### src/rtl/shared_eva_encoder_if.sv
// Request/config/result bundle for the shared EVA encoder.
// master drives requests, configuration and yumi; slave is the encoder.
interface shared_eva_encoder_if #(
    parameter int width_p                = 32,
    parameter int x_cord_width_p         = 7,
    parameter int y_cord_width_p         = 7,
    parameter int hash_width_p           = 4,
    parameter int epa_word_addr_width_gp = 16
);
    logic                              cfg_v_i;
    logic                              cfg_ready_o;
    logic [hash_width_p-1:0]           cfg_hash_i;
    logic [x_cord_width_p-1:0]         cfg_tg_dim_x_width_i;
    logic [y_cord_width_p-1:0]         cfg_tg_dim_y_width_i;

    logic                              v_i;
    logic                              ready_o;
    logic [x_cord_width_p-1:0]         x_i;
    logic [y_cord_width_p-1:0]         y_i;
    logic [epa_word_addr_width_gp-1:0] addr_i;

    logic                              v_o;
    logic                              yumi_i;
    logic [width_p-1:0]                shared_eva_o;
    logic                              err_o;
    logic [7:0]                        err_count_o;

    modport master (
        output cfg_v_i, cfg_hash_i, cfg_tg_dim_x_width_i, cfg_tg_dim_y_width_i,
        output v_i, x_i, y_i, addr_i, yumi_i,
        input  cfg_ready_o, ready_o, v_o, shared_eva_o, err_o, err_count_o
    );

    modport slave (
        input  cfg_v_i, cfg_hash_i, cfg_tg_dim_x_width_i, cfg_tg_dim_y_width_i,
        input  v_i, x_i, y_i, addr_i, yumi_i,
        output cfg_ready_o, ready_o, v_o, shared_eva_o, err_o, err_count_o
    );
endinterface

### src/rtl/shared_eva_encoder.sv
// Rebuilds the shared EVA word address from tile X/Y and a local DMEM word offset,
// i.e. the inverse of the tile-group shared-address hash, through a 2-stage valid/ready pipe.
module shared_eva_encoder #(
    parameter int width_p                   = 32,
    parameter int x_cord_width_p            = 7,
    parameter int y_cord_width_p            = 7,
    parameter int hash_width_p              = 4,
    parameter int epa_word_addr_width_gp    = 16,
    parameter int max_local_offset_width_gp = 9
) (
    input logic                 clk_i,
    input logic                 reset_i,
    shared_eva_encoder_if.slave bus
);

    typedef struct packed {
        logic               err;
        logic [width_p-1:0] eva;
    } enc_t;

    // Low stripe bits stay put, X and Y are spliced in above them, and the remaining
    // offset bits are pushed up past the X/Y fields.
    function automatic enc_t encode(
        input logic [x_cord_width_p-1:0]         x,
        input logic [y_cord_width_p-1:0]         y,
        input logic [epa_word_addr_width_gp-1:0] addr,
        input logic [hash_width_p-1:0]           s,
        input logic [x_cord_width_p-1:0]         xw,
        input logic [y_cord_width_p-1:0]         yw
    );
        enc_t                              r;
        logic [epa_word_addr_width_gp-1:0] low;
        logic [epa_word_addr_width_gp-1:0] high;
        logic [width_p-1:0]                eva;
        logic                              trunc;
        int                                sum;

        sum  = int'(s) + int'(xw) + int'(yw);
        low  = addr & ~({epa_word_addr_width_gp{1'b1}} << s);
        high = addr >> s;
        eva  = width_p'(low)
             | (width_p'(x) << s)
             | (width_p'(y) << (int'(s) + int'(xw)))
             | (width_p'(high) << sum);

        // high[j] lands on eva bit j+sum; anything at or beyond width_p is lost.
        if (sum >= width_p) trunc = |high;
        else                trunc = |(high >> (width_p - sum));

        r.err = (int'(s) > max_local_offset_width_gp) | (|(x >> xw)) | (|(y >> yw)) | trunc;
        r.eva = r.err ? '0 : eva;
        return r;
    endfunction

    logic [hash_width_p-1:0]           cfg_s;
    logic [x_cord_width_p-1:0]         cfg_xw;
    logic [y_cord_width_p-1:0]         cfg_yw;
    logic [7:0]                        err_cnt;

    logic                              vld_p1;
    logic [x_cord_width_p-1:0]         x_p1;
    logic [y_cord_width_p-1:0]         y_p1;
    logic [epa_word_addr_width_gp-1:0] addr_p1;

    logic                              vld_p2;
    logic                              err_p2;
    logic [width_p-1:0]                eva_p2;

    logic                              adv_p2;
    logic                              acc_p1;
    logic                              cfg_we;
    enc_t                              enc_p1;

    assign adv_p2          = ~vld_p2 | bus.yumi_i;
    assign bus.ready_o     = ~vld_p1 | adv_p2;
    assign acc_p1          = bus.v_i & bus.ready_o;
    assign bus.cfg_ready_o = ~vld_p1 & ~vld_p2;
    assign cfg_we          = bus.cfg_v_i & bus.cfg_ready_o;
    assign enc_p1          = encode(x_p1, y_p1, addr_p1, cfg_s, cfg_xw, cfg_yw);

    always_ff @(posedge clk_i or posedge reset_i) begin
        if (reset_i) begin
            vld_p1  <= 1'b0;
            vld_p2  <= 1'b0;
            cfg_s   <= '0;
            cfg_xw  <= '0;
            cfg_yw  <= '0;
            err_cnt <= '0;
        end else begin
            if (bus.ready_o) vld_p1 <= bus.v_i;
            if (adv_p2)      vld_p2 <= vld_p1;
            if (cfg_we) begin
                cfg_s  <= bus.cfg_hash_i;
                cfg_xw <= bus.cfg_tg_dim_x_width_i;
                cfg_yw <= bus.cfg_tg_dim_y_width_i;
            end
            if (bus.yumi_i & vld_p2 & err_p2 & (err_cnt != 8'hFF))
                err_cnt <= err_cnt + 8'd1;
        end
    end

    // Stage 1: capture request fields.
    always_ff @(posedge clk_i) begin
        if (acc_p1) begin
            x_p1    <= bus.x_i;
            y_p1    <= bus.y_i;
            addr_p1 <= bus.addr_i;
        end
    end

    // Stage 2: encoded result, held while the consumer stalls.
    always_ff @(posedge clk_i) begin
        if (vld_p1 & adv_p2) begin
            eva_p2 <= enc_p1.eva;
            err_p2 <= enc_p1.err;
        end
    end

    assign bus.v_o          = vld_p2;
    assign bus.shared_eva_o = vld_p2 ? eva_p2 : '0;
    assign bus.err_o        = vld_p2 & err_p2;
    assign bus.err_count_o  = err_cnt;

endmodule

### src/flat_wrapper.sv
// flat-port wrapper written by rule: the top's interface ports become plain ports
module shared_eva_encoder_flat 
#(
    parameter int width_p                   = 32,
    parameter int x_cord_width_p            = 7,
    parameter int y_cord_width_p            = 7,
    parameter int hash_width_p              = 4,
    parameter int epa_word_addr_width_gp    = 16,
    parameter int max_local_offset_width_gp = 9
)
  (clk_i, reset_i, bus_cfg_v_i, bus_cfg_hash_i, bus_cfg_tg_dim_x_width_i, bus_cfg_tg_dim_y_width_i, bus_v_i, bus_x_i, bus_y_i, bus_addr_i, bus_yumi_i, bus_cfg_ready_o, bus_ready_o, bus_v_o, bus_shared_eva_o, bus_err_o, bus_err_count_o);
  shared_eva_encoder_if #(.width_p(width_p), .x_cord_width_p(x_cord_width_p), .y_cord_width_p(y_cord_width_p), .hash_width_p(hash_width_p), .epa_word_addr_width_gp(epa_word_addr_width_gp)) bus_i ();
  input logic clk_i;
  input logic reset_i;
  input wire logic [$bits(bus_i.cfg_v_i)-1:0] bus_cfg_v_i;
  input wire logic [$bits(bus_i.cfg_hash_i)-1:0] bus_cfg_hash_i;
  input wire logic [$bits(bus_i.cfg_tg_dim_x_width_i)-1:0] bus_cfg_tg_dim_x_width_i;
  input wire logic [$bits(bus_i.cfg_tg_dim_y_width_i)-1:0] bus_cfg_tg_dim_y_width_i;
  input wire logic [$bits(bus_i.v_i)-1:0] bus_v_i;
  input wire logic [$bits(bus_i.x_i)-1:0] bus_x_i;
  input wire logic [$bits(bus_i.y_i)-1:0] bus_y_i;
  input wire logic [$bits(bus_i.addr_i)-1:0] bus_addr_i;
  input wire logic [$bits(bus_i.yumi_i)-1:0] bus_yumi_i;
  output wire logic [$bits(bus_i.cfg_ready_o)-1:0] bus_cfg_ready_o;
  output wire logic [$bits(bus_i.ready_o)-1:0] bus_ready_o;
  output wire logic [$bits(bus_i.v_o)-1:0] bus_v_o;
  output wire logic [$bits(bus_i.shared_eva_o)-1:0] bus_shared_eva_o;
  output wire logic [$bits(bus_i.err_o)-1:0] bus_err_o;
  output wire logic [$bits(bus_i.err_count_o)-1:0] bus_err_count_o;
  assign bus_i.cfg_v_i = bus_cfg_v_i;
  assign bus_i.cfg_hash_i = bus_cfg_hash_i;
  assign bus_i.cfg_tg_dim_x_width_i = bus_cfg_tg_dim_x_width_i;
  assign bus_i.cfg_tg_dim_y_width_i = bus_cfg_tg_dim_y_width_i;
  assign bus_i.v_i = bus_v_i;
  assign bus_i.x_i = bus_x_i;
  assign bus_i.y_i = bus_y_i;
  assign bus_i.addr_i = bus_addr_i;
  assign bus_i.yumi_i = bus_yumi_i;
  assign bus_cfg_ready_o = bus_i.cfg_ready_o;
  assign bus_ready_o = bus_i.ready_o;
  assign bus_v_o = bus_i.v_o;
  assign bus_shared_eva_o = bus_i.shared_eva_o;
  assign bus_err_o = bus_i.err_o;
  assign bus_err_count_o = bus_i.err_count_o;
  shared_eva_encoder #(.width_p(width_p), .x_cord_width_p(x_cord_width_p), .y_cord_width_p(y_cord_width_p), .hash_width_p(hash_width_p), .epa_word_addr_width_gp(epa_word_addr_width_gp), .max_local_offset_width_gp(max_local_offset_width_gp)) u_core (.clk_i(clk_i), .reset_i(reset_i), .bus(bus_i));
endmodule
### config.mk
export PLATFORM = sky130hd
export DESIGN_NAME = shared_eva_encoder_flat
export DESIGN_NICKNAME = d
export VERILOG_FILES = /design/src/rtl/shared_eva_encoder_if.sv /design/src/rtl/shared_eva_encoder.sv /design/src/flat_wrapper.sv
export SDC_FILE = /design/constraint.sdc
export NUM_CORES = 1
export LEC_CHECK = 0
export ABC_CLOCK_PERIOD_IN_PS = 5600
export BUFFER_PORTS_ARGS = -buffer_cell sky130_fd_sc_hd__buf_2
export CAP_MARGIN = 20
export CELL_PAD_IN_SITES_DETAIL_PLACEMENT = 0
export CELL_PAD_IN_SITES_GLOBAL_PLACEMENT = 1
export CORE_MARGIN = 4
export CORE_UTILIZATION = 45
export DETAILED_ROUTE_END_ITERATION = 6
export PLACE_DENSITY_LB_ADDON = 0.1
export SLEW_MARGIN = 20
export SYNTH_ARGS = -nofsm -noshare
export SYNTH_HDL_FRONTEND = slang
export SYNTH_SLANG_ARGS = --single-unit
### constraint.sdc
create_clock -name clk_i -period 5.6 [get_ports clk_i]
set_input_delay 1.12 -clock clk_i [delete_from_list [all_inputs] [get_ports clk_i]]
set_output_delay 1.12 -clock clk_i [all_outputs]
set_load 0.02 [all_outputs]
; ---- Word-level counts from Yosys, hierarchy flattened
; Index checks and enable logic that the tools add are counted.
[word_totals]
reg_bits = 91
word_cells = 52
[classes]
mux = 2
addsub = 4
shift = 8
order_cmp = 2
bitwise = 20
eq_ne = 1
n_reduce_logical = 4
[op_table]
columns = op, n
row1 = bitwise OR 32 bit, 2
row2 = adder 32 x 8 -> 32 bit, 1
row3 = >= comparator 32 x 7 -> 1 bit (second input constant), 1
row4 = two-way mux 32 bit, 1
row5 = bitwise OR 16 x 32 -> 32 bit, 1
row6 = OR reduction 16 bit, 2
row7 = << shifter 16 x 32 -> 32 bit, 1
row8 = << shifter 7 x 32 -> 32 bit, 1
row9 = << shifter 7 x 4 -> 32 bit, 1
row10 = right shift 16 x 32 -> 16 bit, 1
row11 = subtractor 7 x 32 -> 32 bit (first input constant), 1
row12 = bitwise AND 16 bit, 1
row13 = NOT 16 bit, 1
row14 = << shifter 16 x 4 -> 16 bit (first input constant), 1
row15 = right shift 16 x 4 -> 16 bit, 1
row16 = OR reduction 7 bit, 2
row17 = right shift 7 x 7 -> 7 bit, 2
row18 = adder 4 x 7 -> 8 bit, 1
row19 = adder 8 x 1 -> 8 bit (second input constant), 1
row20 = bitwise AND 1 bit, 8
row21 = inequality test 8 bit (second input constant), 1
row22 = bitwise OR 1 bit, 5
row23 = > comparator 4 bit (second input constant), 1
row24 = NOT 1 bit, 2
row25 = two-way mux 1 bit, 1

; ---- Depth between registers and ports, before layout
; Gate-level depths: netlist of run 1.
[logic_depth]
word_depth = 7
mapped_depth = 19

; ---- Worst setup path before layout of run 1
; OpenSTA, ideal clock, no wires.
[synth_timing]
path_type = register -> register
from = register u_core.cfg_xw[0]
to = register u_core.eva_p2[18] (data pin)
n_path_buf = 3
t_arrival_ns = 4.686
synth_period_minus_slack_ns = 4.962
setup_slack_ns = 0.638
stages_incl_launch_ff = 19
cell_sequence = dfrtp_1 > ha_1 > fa_1 > xnor2_1 > clkinv_1 > clkbuf_1 > ha_1 > a21oi_1 > nand2_1 > a31oi_1 > xor2_1 > clkbuf_1 > nor2b_1 > a211oi_1 > ha_1 > or4b_1 > a41oi_2 > buf_6 > a211oi_2
[synth_via]
elab_chain_len = 7
[synth_lines]
columns = element, line_no
row1 = "start, declared", shared_eva_encoder.sv:56  ; logic [x_cord_width_p-1:0] cfg_xw;
row2 = "start signal, assigned", shared_eva_encoder.sv:94  ; cfg_xw <= bus.cfg_tg_dim_x_width_i;
row3 = adder 4 x 7 -> 8 bit, "shared_eva_encoder.sv:38, shared_eva_encoder.sv:43"
row4 = adder 32 x 8 -> 32 bit, shared_eva_encoder.sv:38  ; sum = int'(s) + int'(xw) + int'(yw);
row5 = subtractor 7 x 32 -> 32 bit, shared_eva_encoder.sv:48  ; else trunc = |(high >> (width_p - sum));
row6 = right shift 16 x 32 -> 16 bit, shared_eva_encoder.sv:48
row7 = OR reduction 16 bit, shared_eva_encoder.sv:48
row8 = two-way mux 1 bit, shared_eva_encoder.sv:47  ; if (sum >= width_p) trunc = |high;
row9 = bitwise OR 1 bit, shared_eva_encoder.sv:50  ; r.err = (int'(s) > max_local_offset_width_gp) | (|(x >> xw)) | (|(y >> yw)) | trunc;
row10 = "end signal, assigned", shared_eva_encoder.sv:114  ; eva_p2 <= enc_p1.eva;
row11 = "end, declared", shared_eva_encoder.sv:67  ; logic [width_p-1:0] eva_p2;
; Several ways; a longest one is shown, not always the timed one.
; A chain may end at the register's enable or synchronous reset.

; ---- Worst setup path in the final report of run 1
[layout_timing]
from = register u_core.cfg_xw[1]
to = register u_core.eva_p2[13] (data pin)
; The elaborated chain is that of the path after synthesis.

==> implementation parameters, run 1 <==
Parameter                              Value

Timing
  Relative slew margins    40.7%
  Final critical-path required period    5.06 ns
  FMAX    198 MHz
  Fin Clk Skew    0.0157 ns
  Setup-failing EPs final    0
  Measured slew at the worst slew-check pin    0.890 ns
  Number of slew-limit violations in the final report    0
  Post-route setup TNS    0 ns
  Setup repair after global routing missed its margin    false
  Final cycle utilization of the critical path    90.3%
  Number of failing hold endpoints at the final stage    0

Drt
  Routed length per instance    22.5 µm
  Met2 Routed Length    12200 µm
  Met3 wire len    2260 µm
  Remaining design rule violation count    0
  Initial DRC Count    835
  Uppermost routed layer    met4
  Total vias in the final route    7933
  Wire length after detailed routing    27500 µm
  Post-Route M1 WL    12300 µm
  ANT nets after route    0
  Average vias per placed instance    6.50
  Router iterations before antenna repair    5

Clocking
  Cts-stage hold buffer count    0
  CTS max path bufs    2
  Clock-pin slew on the worst setup and hold paths    0.08 ns
  TritonCTS sink count    91
  Total of cells resized after clock tree synthesis    0
  Clock latency on the worst-skew pair    0.36 ns
  Cts bufs inserted    9
  Level count of the clock H-tree    3
  TritonCTS clock tree    built
  Clock root buffer    sky130_fd_sc_hd__clkbuf_16
  Total setup buffers inserted after CTS    0

Synth
  Avg Synthesized Cell Area    9.06 µm²
  Synth warnings    0
  Post-synthesis adder-cell area fraction    2.71%
  Simple-gate area share of the yosys netlist    20.9%
  Number of flops mapped to enable cells by yosys    63
  Cell taking the most area after synthesis    sky130_fd_sc_hd__edfxtp_1
  Synth Area in XOR/XNOR    1.98%
  Library cells used by synthesis    89
  Synth top area share    22.5%
  Count of state elements after synthesis    91
  Post-synthesis instance area    8410 µm²
  Dominant combinational cell family by area after synthesis    compound AO/OA/AOI/OAI gates
  Syn Nets    998
  Proportion of synthesized flip-flops having asynchronous set or reset    30.8%
  Gate count of the mapped netlist    928
  Part of the Yosys area used for sequential elements    30.8%
  Most used flip-flop cell after synthesis    sky130_fd_sc_hd__edfxtp_1
  Biggest area contributors in the synthesized netlist    sky130_fd_sc_hd__edfxtp_1 (23%), sky130_fd_sc_hd__dfrtp_1 (8.3%), sky130_fd_sc_hd__mux2i_1 (4.2%)
  Post-synthesis mux area share    13.0%
  Compound-Gate Fraction of Synth Area    25.7%

Hold path
  Hold-critical path depth    1
  Terminating pin of the worst hold path    u_core.bus.err_count_o[7]
  Path category of the worst min-delay check    flip-flop to flip-flop
  Launch instance of the worst min-delay path    u_core.bus.err_count_o[7]

Setup path
  Endpoint arrival time on the critical path    5.15 ns
  Crit-path max FO    33
  Worst EP required    5.69 ns
  Worst setup SP type    flip-flop
  Worst-case register-to-register setup slack    0.54 ns
  Critical setup path kind    flip-flop to flip-flop
  Source of the worst register-to-register timing path    u_core.cfg_xw[1]
  Worst R2R End    u_core.eva_p2[13]
  Worst Reg2Reg Path Length in Cells    17
  Sort of element at the end of the critical path    flip-flop

GRT
  Total overflow reported by the global router    0
  Number of global-route vias before repair    7432
  Pin count of the biggest net entering global routing    59
  Initial antenna violation count    0
  All-Layer GR Usage    26.6%
  First-pass GRT wire length    43100 µm

Cells and area
  Total Nets Final    1057
  Most frequent cells in the layout    sky130_fd_sc_hd__buf_2 (96), sky130_fd_sc_hd__nand2_1 (89), sky130_fd_sc_hd__nor2_1 (75)
  Share of the core filled with cells in the final layout    51.6%
  Diode count    0
  Non-Filler Cell Area, Final    9360 µm²
  Share of final-layout standard cells stronger than drive strength 1    24.2%
  Synth-to-layout area growth    11.4%
  Most common cell after layout, fill and taps aside    sky130_fd_sc_hd__buf_2

Job
  Max-cap violations    0

Placed design
  Post-detailed-placement cell area    9060 µm²
  Number of buffers inserted by port buffering    96
  Detailed placer's ending HPWL    20600 µm
  Final weighted congestion in routability-driven placement    0.934

Floorplan
  Die boundary height    145 µm
  Site row count    49
  Total die area    20900 µm²
  Initial core utilization    46.3%
  Floorplan die width    145 µm
  Area of the core    18100 µm²
  Ports placed on the boundary    97

Outcome
  Status    completed
[cells by family after synthesis]
logic type | count (synthesis)
simple gates | 342
mux | 83
fa+ha+maj | 17
flops | 91
compound gates | 286
xor+xnor | 19
buf+inv | 90
[state kept, by name, summed over array words and instances, names as in the netlist]
signal and count:
u_core.bus.v_o 1, u_core.cfg_s 4, u_core.x_p1 7, u_core.err_p2 1
u_core.y_p1 7, u_core.cfg_xw 7, u_core.cfg_yw 7, u_core.addr_p1 16
u_core.eva_p2 32, u_core.bus.err_count_o 8, u_core.vld_p1 1
[synthesized netlist by cell type (6+ instances only)]
cell	n
sky130_fd_sc_hd__nand2_1	89
sky130_fd_sc_hd__nor2_1	75
sky130_fd_sc_hd__edfxtp_1	63
sky130_fd_sc_hd__o21ai_0	52
sky130_fd_sc_hd__and2_1	45
sky130_fd_sc_hd__clkbuf_1	45
sky130_fd_sc_hd__a21oi_1	41
sky130_fd_sc_hd__mux2i_1	35
sky130_fd_sc_hd__dfrtp_1	28
sky130_fd_sc_hd__mux2_2	28
sky130_fd_sc_hd__nand3_1	25
sky130_fd_sc_hd__nor3_1	20
sky130_fd_sc_hd__a211oi_2	19
sky130_fd_sc_hd__a211oi_1	16
sky130_fd_sc_hd__buf_2	15
sky130_fd_sc_hd__ha_1	15
sky130_fd_sc_hd__inv_1	15
sky130_fd_sc_hd__mux4_2	15
sky130_fd_sc_hd__nand4_1	14
sky130_fd_sc_hd__nor3_2	13
sky130_fd_sc_hd__a221oi_1	12
sky130_fd_sc_hd__o221ai_1	12
sky130_fd_sc_hd__a31oi_1	11
sky130_fd_sc_hd__nand2b_1	11
sky130_fd_sc_hd__nor2b_1	11
sky130_fd_sc_hd__xnor2_1	11
sky130_fd_sc_hd__a22oi_1	9
sky130_fd_sc_hd__o211ai_1	9
sky130_fd_sc_hd__o22ai_1	9
sky130_fd_sc_hd__a21o_1	8
sky130_fd_sc_hd__and3_1	8
sky130_fd_sc_hd__o31ai_1	8
sky130_fd_sc_hd__xor2_1	8
sky130_fd_sc_hd__nor4_1	7
sky130_fd_sc_hd__a311oi_1	6
sky130_fd_sc_hd__o32ai_1	6
[layout make-up]
type                       instances  area [µm²]
clock buffer                       9         225
inverter                          17        63.8
timing repair buffer             121         688
tap                              229         287
clock inverter                     7        72.6
fill                            1732        8790
multi-input combinational        747        5430
sequential                        91        2590
[through the flow]
step	instances	hold slack (ns)	setup slack (ns)
2_1_floorplan	928	0.472	0.638
3_3_place_gp	1204	0.482	0.691
3_5_place_dp	1205	0.485	0.615
4_1_cts	1221	0.496	0.594
5_1_grt	1221	0.509	0.235
6_report	1221	0.493	0.543
[per-layer routing]
| layer | global-route usage [%] | up-vias |
|---|---|---|
| li1 | - | 3708 |
| met1 | 38.4 | 3767 |
| met2 | 40.6 | 407 |
| met3 | 5.03 | 51 |
| met4 | 8.59 | 0 |
| met5 | 0 | - |
[worst max path at each step]
stage,startpoint,end,slack [ns],cells after the start
global route,u_core.cfg_xw[1],u_core.eva_p2[13],0.23,17
floorplan,u_core.cfg_xw[0],u_core.eva_p2[18],0.64,18
global placement,u_core.cfg_xw[0],u_core.eva_p2[13],0.69,17
CTS,u_core.cfg_xw[1],u_core.eva_p2[19],0.59,17
detailed placement,u_core.cfg_xw[0],u_core.eva_p2[13],0.61,17
finish,u_core.cfg_xw[1],u_core.eva_p2[13],0.54,17
[worst max-delay path, cell delays in order, from the launching register on]
cell and delay, ns:
sky130_fd_sc_hd__dfrtp_1 0.45, sky130_fd_sc_hd__ha_1 0.35, sky130_fd_sc_hd__a21o_1 0.20, sky130_fd_sc_hd__a21oi_1 0.25, sky130_fd_sc_hd__xor2_1 0.19, sky130_fd_sc_hd__buf_4 0.20
sky130_fd_sc_hd__inv_1 0.12, sky130_fd_sc_hd__ha_1 0.40, sky130_fd_sc_hd__o21a_1 0.18, sky130_fd_sc_hd__nor3_1 0.27, sky130_fd_sc_hd__o2111ai_1 0.20, sky130_fd_sc_hd__nor2b_1 0.18
sky130_fd_sc_hd__a211oi_1 0.19, sky130_fd_sc_hd__ha_1 0.27, sky130_fd_sc_hd__or4b_1 0.56, sky130_fd_sc_hd__a41oi_4 0.18, sky130_fd_sc_hd__buf_4 0.47, sky130_fd_sc_hd__a311oi_1 0.11
Power of run 1 is not shown: default switching activity piles up to over one toggle a cycle in this logic, so the estimate is an artifact.
==> run 2: changes to the inputs <==
Settings changed: RECOVER_POWER set to 25.
==> implementation parameters, run 2 (synthesis gave the netlist of run 1 again) <==
Parameter                              Value

Outcome
  Status    completed

Placed design
  Final weighted congestion in routability-driven placement    0.934
  Number of buffers inserted by port buffering    96
  Post-placement cell count    1205
  Detailed placer's ending HPWL    20600 µm
  Post-detailed-placement cell area    9060 µm²

Setup path
  Most frequent cell on the critical path    sky130_fd_sc_hd__ha_1
  Worst setup SP type    flip-flop
  Endpoint arrival time on the critical path    5.14 ns
  Worst EP required    5.69 ns
  Cells along the critical path    ha_1, a21o_1, a21oi_1, xor2_1, buf_4, inv_1, ha_1, o21a_1, nor3_1, o2111ai_1, nor2b_1, a211oi_1, ha_1, or4b_1, a41oi_4, buf_4, a311oi_1
  Slowest-stage cell, CP    sky130_fd_sc_hd__or4b_1
  Crit-path max FO    33
  Worst-case register-to-register setup slack    0.55 ns
  Stage delay of the slowest cell on the critical path    0.56 ns
  Sort of element at the end of the critical path    flip-flop
  Buf+Inv Stages, Crit Path    3
  Largest delay contributor family on the critical path    compound AO/OA/AOI/OAI gates
  Critical setup path kind    flip-flop to flip-flop

Clocking
  Cts-stage hold buffer count    0
  Total setup buffers inserted after CTS    0
  Total of cells resized after clock tree synthesis    0
  TritonCTS clock tree    built
  Clock-pin slew on the worst setup and hold paths    0.08 ns
  Cts bufs inserted    9
  Clock latency on the worst-skew pair    0.36 ns
  Clock root buffer    sky130_fd_sc_hd__clkbuf_16
  CTS max path bufs    2
  TritonCTS sink count    91
  Level count of the clock H-tree    3

GRT
  Total overflow reported by the global router    0
  First-pass GRT wire length    43100 µm
  Initial antenna violation count    0
  Number of global-route vias before repair    7432
  All-Layer GR Usage    26.6%
  Pin count of the biggest net entering global routing    59

Floorplan
  Total die area    20900 µm²
  Site row count    49
  Floorplan die width    145 µm
  Initial core utilization    46.3%
  Area of the core    18100 µm²
  Ports placed on the boundary    97
  Die boundary height    145 µm

Hold path
  Path category of the worst min-delay check    flip-flop to flip-flop

Drt
  Initial DRC Count    835
  Total vias in the final route    7973
  ANT nets after route    0
  Average vias per placed instance    6.53
  Remaining design rule violation count    0
  Routed length per instance    22.5 µm
  Router iterations before antenna repair    5
  Wire length after detailed routing    27500 µm

Cells and area
  Most frequent cells in the layout    sky130_fd_sc_hd__buf_2 (96), sky130_fd_sc_hd__nand2_1 (89), sky130_fd_sc_hd__nor2_1 (75)
  Synth-to-layout area growth    11.1%
  Diode count    0
  Total Nets Final    1057
  Most common cell after layout, fill and taps aside    sky130_fd_sc_hd__buf_2
  Non-Filler Cell Area, Final    9340 µm²
  Number of flip-flops in the largest register    32
  Number of standard cells in the layout, taps in and fillers out    1221
  Reg with most FFs    u_core.eva_p2
  Share of final-layout standard cells stronger than drive strength 1    24.1%

Timing
  Number of slew-limit violations in the final report    0
  Fin Clk Skew    0.0155 ns
  FMAX    198 MHz
  Setup-failing EPs final    0
  Final cycle utilization of the critical path    90.2%
  Setup repair after global routing missed its margin    false
  Number of failing hold endpoints at the final stage    0
  Final critical-path required period    5.05 ns
  Post-route setup TNS    0 ns
  Measured slew at the worst slew-check pin    0.890 ns
  Relative slew margins    40.7%

Job
  Max-cap violations    0
-- run 2: changes by cell type in the layout (fill, tap and decap cells not counted) --
cell / previous run / this run
sky130_fd_sc_hd__clkbuf_1: 0 / 1
sky130_fd_sc_hd__buf_16: 1 / 0
-- run 2: final timing paths --
path                                      startpoint                         to  depth (start not counted)
min reg2reg                u_core.bus.err_count_o[7]  u_core.bus.err_count_o[7]                          1
max                                 u_core.cfg_xw[1]          u_core.eva_p2[13]                         17
min                        u_core.bus.err_count_o[7]  u_core.bus.err_count_o[7]                          1
max in group asynchronous                    reset_i            u_core.cfg_s[0]                          3
max reg2reg                         u_core.cfg_xw[1]          u_core.eva_p2[13]                         17
min in group asynchronous                    reset_i  u_core.bus.err_count_o[5]                          2
-- run 2: routing by layer --
metal,global-route usage [%],vias up,wire length [µm]
met3,5.03,53,2270
met1,38.4,3791,12200
met5,0,-,0
met4,8.59,0,794
met2,40.6,422,12200
li1,-,3707,-
-- run 2: final cells by class --
class / instances / area [µm²]
Multi-Input combinational cell: 747 / 5430
Timing Repair Buffer: 121 / 664
Sequential cell: 91 / 2590
Clock buffer: 9 / 225
Inverter: 17 / 63.8
Fill cell: 1734 / 8810
Tap cell: 229 / 287
Clock inverter: 7 / 72.6
-- run 2: stage by stage --
step                util [%]  hold slack (ns)  setup slack, ns
finish                  51.4            0.493            0.551
global route            51.4            0.509            0.235
CTS                     51.5            0.496            0.594
detailed placement      49.9            0.485            0.615
global placement        49.8            0.482            0.691
floorplan                  -            0.472            0.638
Power of run 2 is left out for the same reason.
==> run 3: changes to the inputs <==
Settings changed: ABC_CLOCK_PERIOD_IN_PS 5600 to 5610, CORE_UTILIZATION 45 to 46.
Clock period 5.6 ns to 5.61 ns, I/O delays scaled along.
==> implementation parameters, run 3 (synthesis gave the netlist of run 1 again) <==
Parameter                              Value

Setup path
  Endpoint arrival time on the critical path    5.29 ns
  Worst setup SP type    flip-flop
  Crit-path max FO    33
  Worst EP required    5.68 ns
  Critical setup path kind    flip-flop to flip-flop
  Worst setup path start    u_core.cfg_xw[0]
  Source of the worst register-to-register timing path    u_core.cfg_xw[0]
  Sort of element at the end of the critical path    flip-flop

Cells and area
  Diode count    0
  Total of fill cells in the finished design    1776
  Number of flip-flops in the largest register    32
  Share of final-layout standard cells stronger than drive strength 1    23.9%
  Total Nets Final    1055
  Most frequent cells in the layout    sky130_fd_sc_hd__buf_2 (96), sky130_fd_sc_hd__nand2_1 (89), sky130_fd_sc_hd__nor2_1 (75)
  Register cell area after layout    2600 µm²
  Multi-input logic area    5420 µm²
  Synth-to-layout area growth    10.6%
  Reg with most FFs    u_core.eva_p2
  Most common cell after layout, fill and taps aside    sky130_fd_sc_hd__buf_2

Clocking
  Clock root buffer    sky130_fd_sc_hd__clkbuf_16
  Level count of the clock H-tree    3
  Cts-stage hold buffer count    0
  TritonCTS sink count    91
  TritonCTS clock tree    built
  Total of cells resized after clock tree synthesis    0
  Cts bufs inserted    9
  CTS max path bufs    2
  Clock-pin slew on the worst setup and hold paths    0.07 ns
  Total setup buffers inserted after CTS    0
  Clock latency on the worst-skew pair    0.36 ns

Drt
  Wire length after detailed routing    27800 µm
  Router iterations before antenna repair    5
  Average vias per placed instance    6.48
  Total vias in the final route    7902
  Remaining design rule violation count    0
  Routed length per instance    22.8 µm
  ANT nets after route    0
  Initial DRC Count    843

Timing
  Post-route setup TNS    0 ns
  Final cycle utilization of the critical path    93.1%
  Number of slew-limit violations in the final report    0
  Measured slew at the worst slew-check pin    1.03 ns
  Final critical-path required period    5.22 ns
  Relative slew margins    31.6%
  Fin Clk Skew    0.0110 ns
  Number of failing hold endpoints at the final stage    0
  Setup-failing EPs final    0
  FMAX    191 MHz
  Setup repair after global routing missed its margin    false

Floorplan
  Die boundary height    143 µm
  Area of the core    18000 µm²
  Site row count    49
  Initial core utilization    46.8%
  Ports placed on the boundary    97
  Floorplan die width    143 µm
  Total die area    20500 µm²

GRT
  All-Layer GR Usage    27.2%
  First-pass GRT wire length    43600 µm
  Pin count of the biggest net entering global routing    59
  Total overflow reported by the global router    0
  Number of global-route vias before repair    7501
  Initial antenna violation count    0

Hold path
  Path category of the worst min-delay check    flip-flop to flip-flop
  Launch instance of the worst min-delay path    u_core.bus.err_count_o[7]

Outcome
  Status    completed

Job
  Max-cap violations    0

Placed design
  Number of buffers inserted by port buffering    96
  Detailed placer's ending HPWL    21000 µm
  Final weighted congestion in routability-driven placement    0.971
run 3: final timing paths:
| kind | slack, ns | cells past startpoint | end |
|---|---|---|---|
| max in group asynchronous | 3.91 | 2 | u_core.cfg_s[1] |
| setup reg to reg | 0.39 | 16 | u_core.eva_p2[13] |
| hold reg to reg | 0.49 | 1 | u_core.bus.err_count_o[7] |
| min in group asynchronous | 1.00 | 2 | u_core.bus.err_count_o[5] |
| setup / recovery | 0.39 | 16 | u_core.eva_p2[13] |
| hold / removal | 0.49 | 1 | u_core.bus.err_count_o[7] |
run 3: critical path, stage by stage (launching register included):
cell and delay (ns):
sky130_fd_sc_hd__dfrtp_1 0.41, sky130_fd_sc_hd__ha_1 0.25, sky130_fd_sc_hd__fa_1 0.45, sky130_fd_sc_hd__a21o_1 0.23, sky130_fd_sc_hd__a21oi_1 0.42, sky130_fd_sc_hd__xnor2_1 0.13, sky130_fd_sc_hd__ha_1 0.40, sky130_fd_sc_hd__a21o_1 0.24
sky130_fd_sc_hd__nand3_1 0.09, sky130_fd_sc_hd__nand3b_1 0.13, sky130_fd_sc_hd__or2_0 0.32, sky130_fd_sc_hd__a211oi_1 0.25, sky130_fd_sc_hd__ha_1 0.28, sky130_fd_sc_hd__or4b_1 0.58, sky130_fd_sc_hd__a41oi_4 0.19, sky130_fd_sc_hd__buf_4 0.47
sky130_fd_sc_hd__a311oi_1 0.11
run 3: area by class of cell:
class	instances	area share, %
clock buffers	10	2.46
flip-flops and latches	91	27.9
well taps	229	3.08
clock inverters	6	0.525
multi-input cells	747	58.3
inverters	17	0.686
repair buffers	119	7.00
run 3: per-layer routing:
layer	global-route usage [%]	part of all wire, %	vias to the layer above
met2	43.3	47	337
met4	6.95	2.1	0
li1	-	-	3697
met1	39.0	44	3821
met3	4.19	6.8	47
met5	0	0	-
run 3: per-stage QoR:
step / util, % / cells / cell area [µm²] / setup slack, ns / hold slack [ns]
4_1_cts: 51.7 / 1218 / 9290 / 0.380 / 0.492
6_report: 51.8 / 1219 / 9300 / 0.386 / 0.492
3_5_place_dp: 50.2 / 1202 / 9010 / 0.407 / 0.482
5_1_grt: 51.8 / 1219 / 9300 / 0.0320 / 0.526
3_3_place_gp: 50.2 / 1202 / 9010 / 0.489 / 0.478
2_1_floorplan: - / 928 / 8410 / 0.648 / 0.472
Power of run 3 is left out for the same reason.
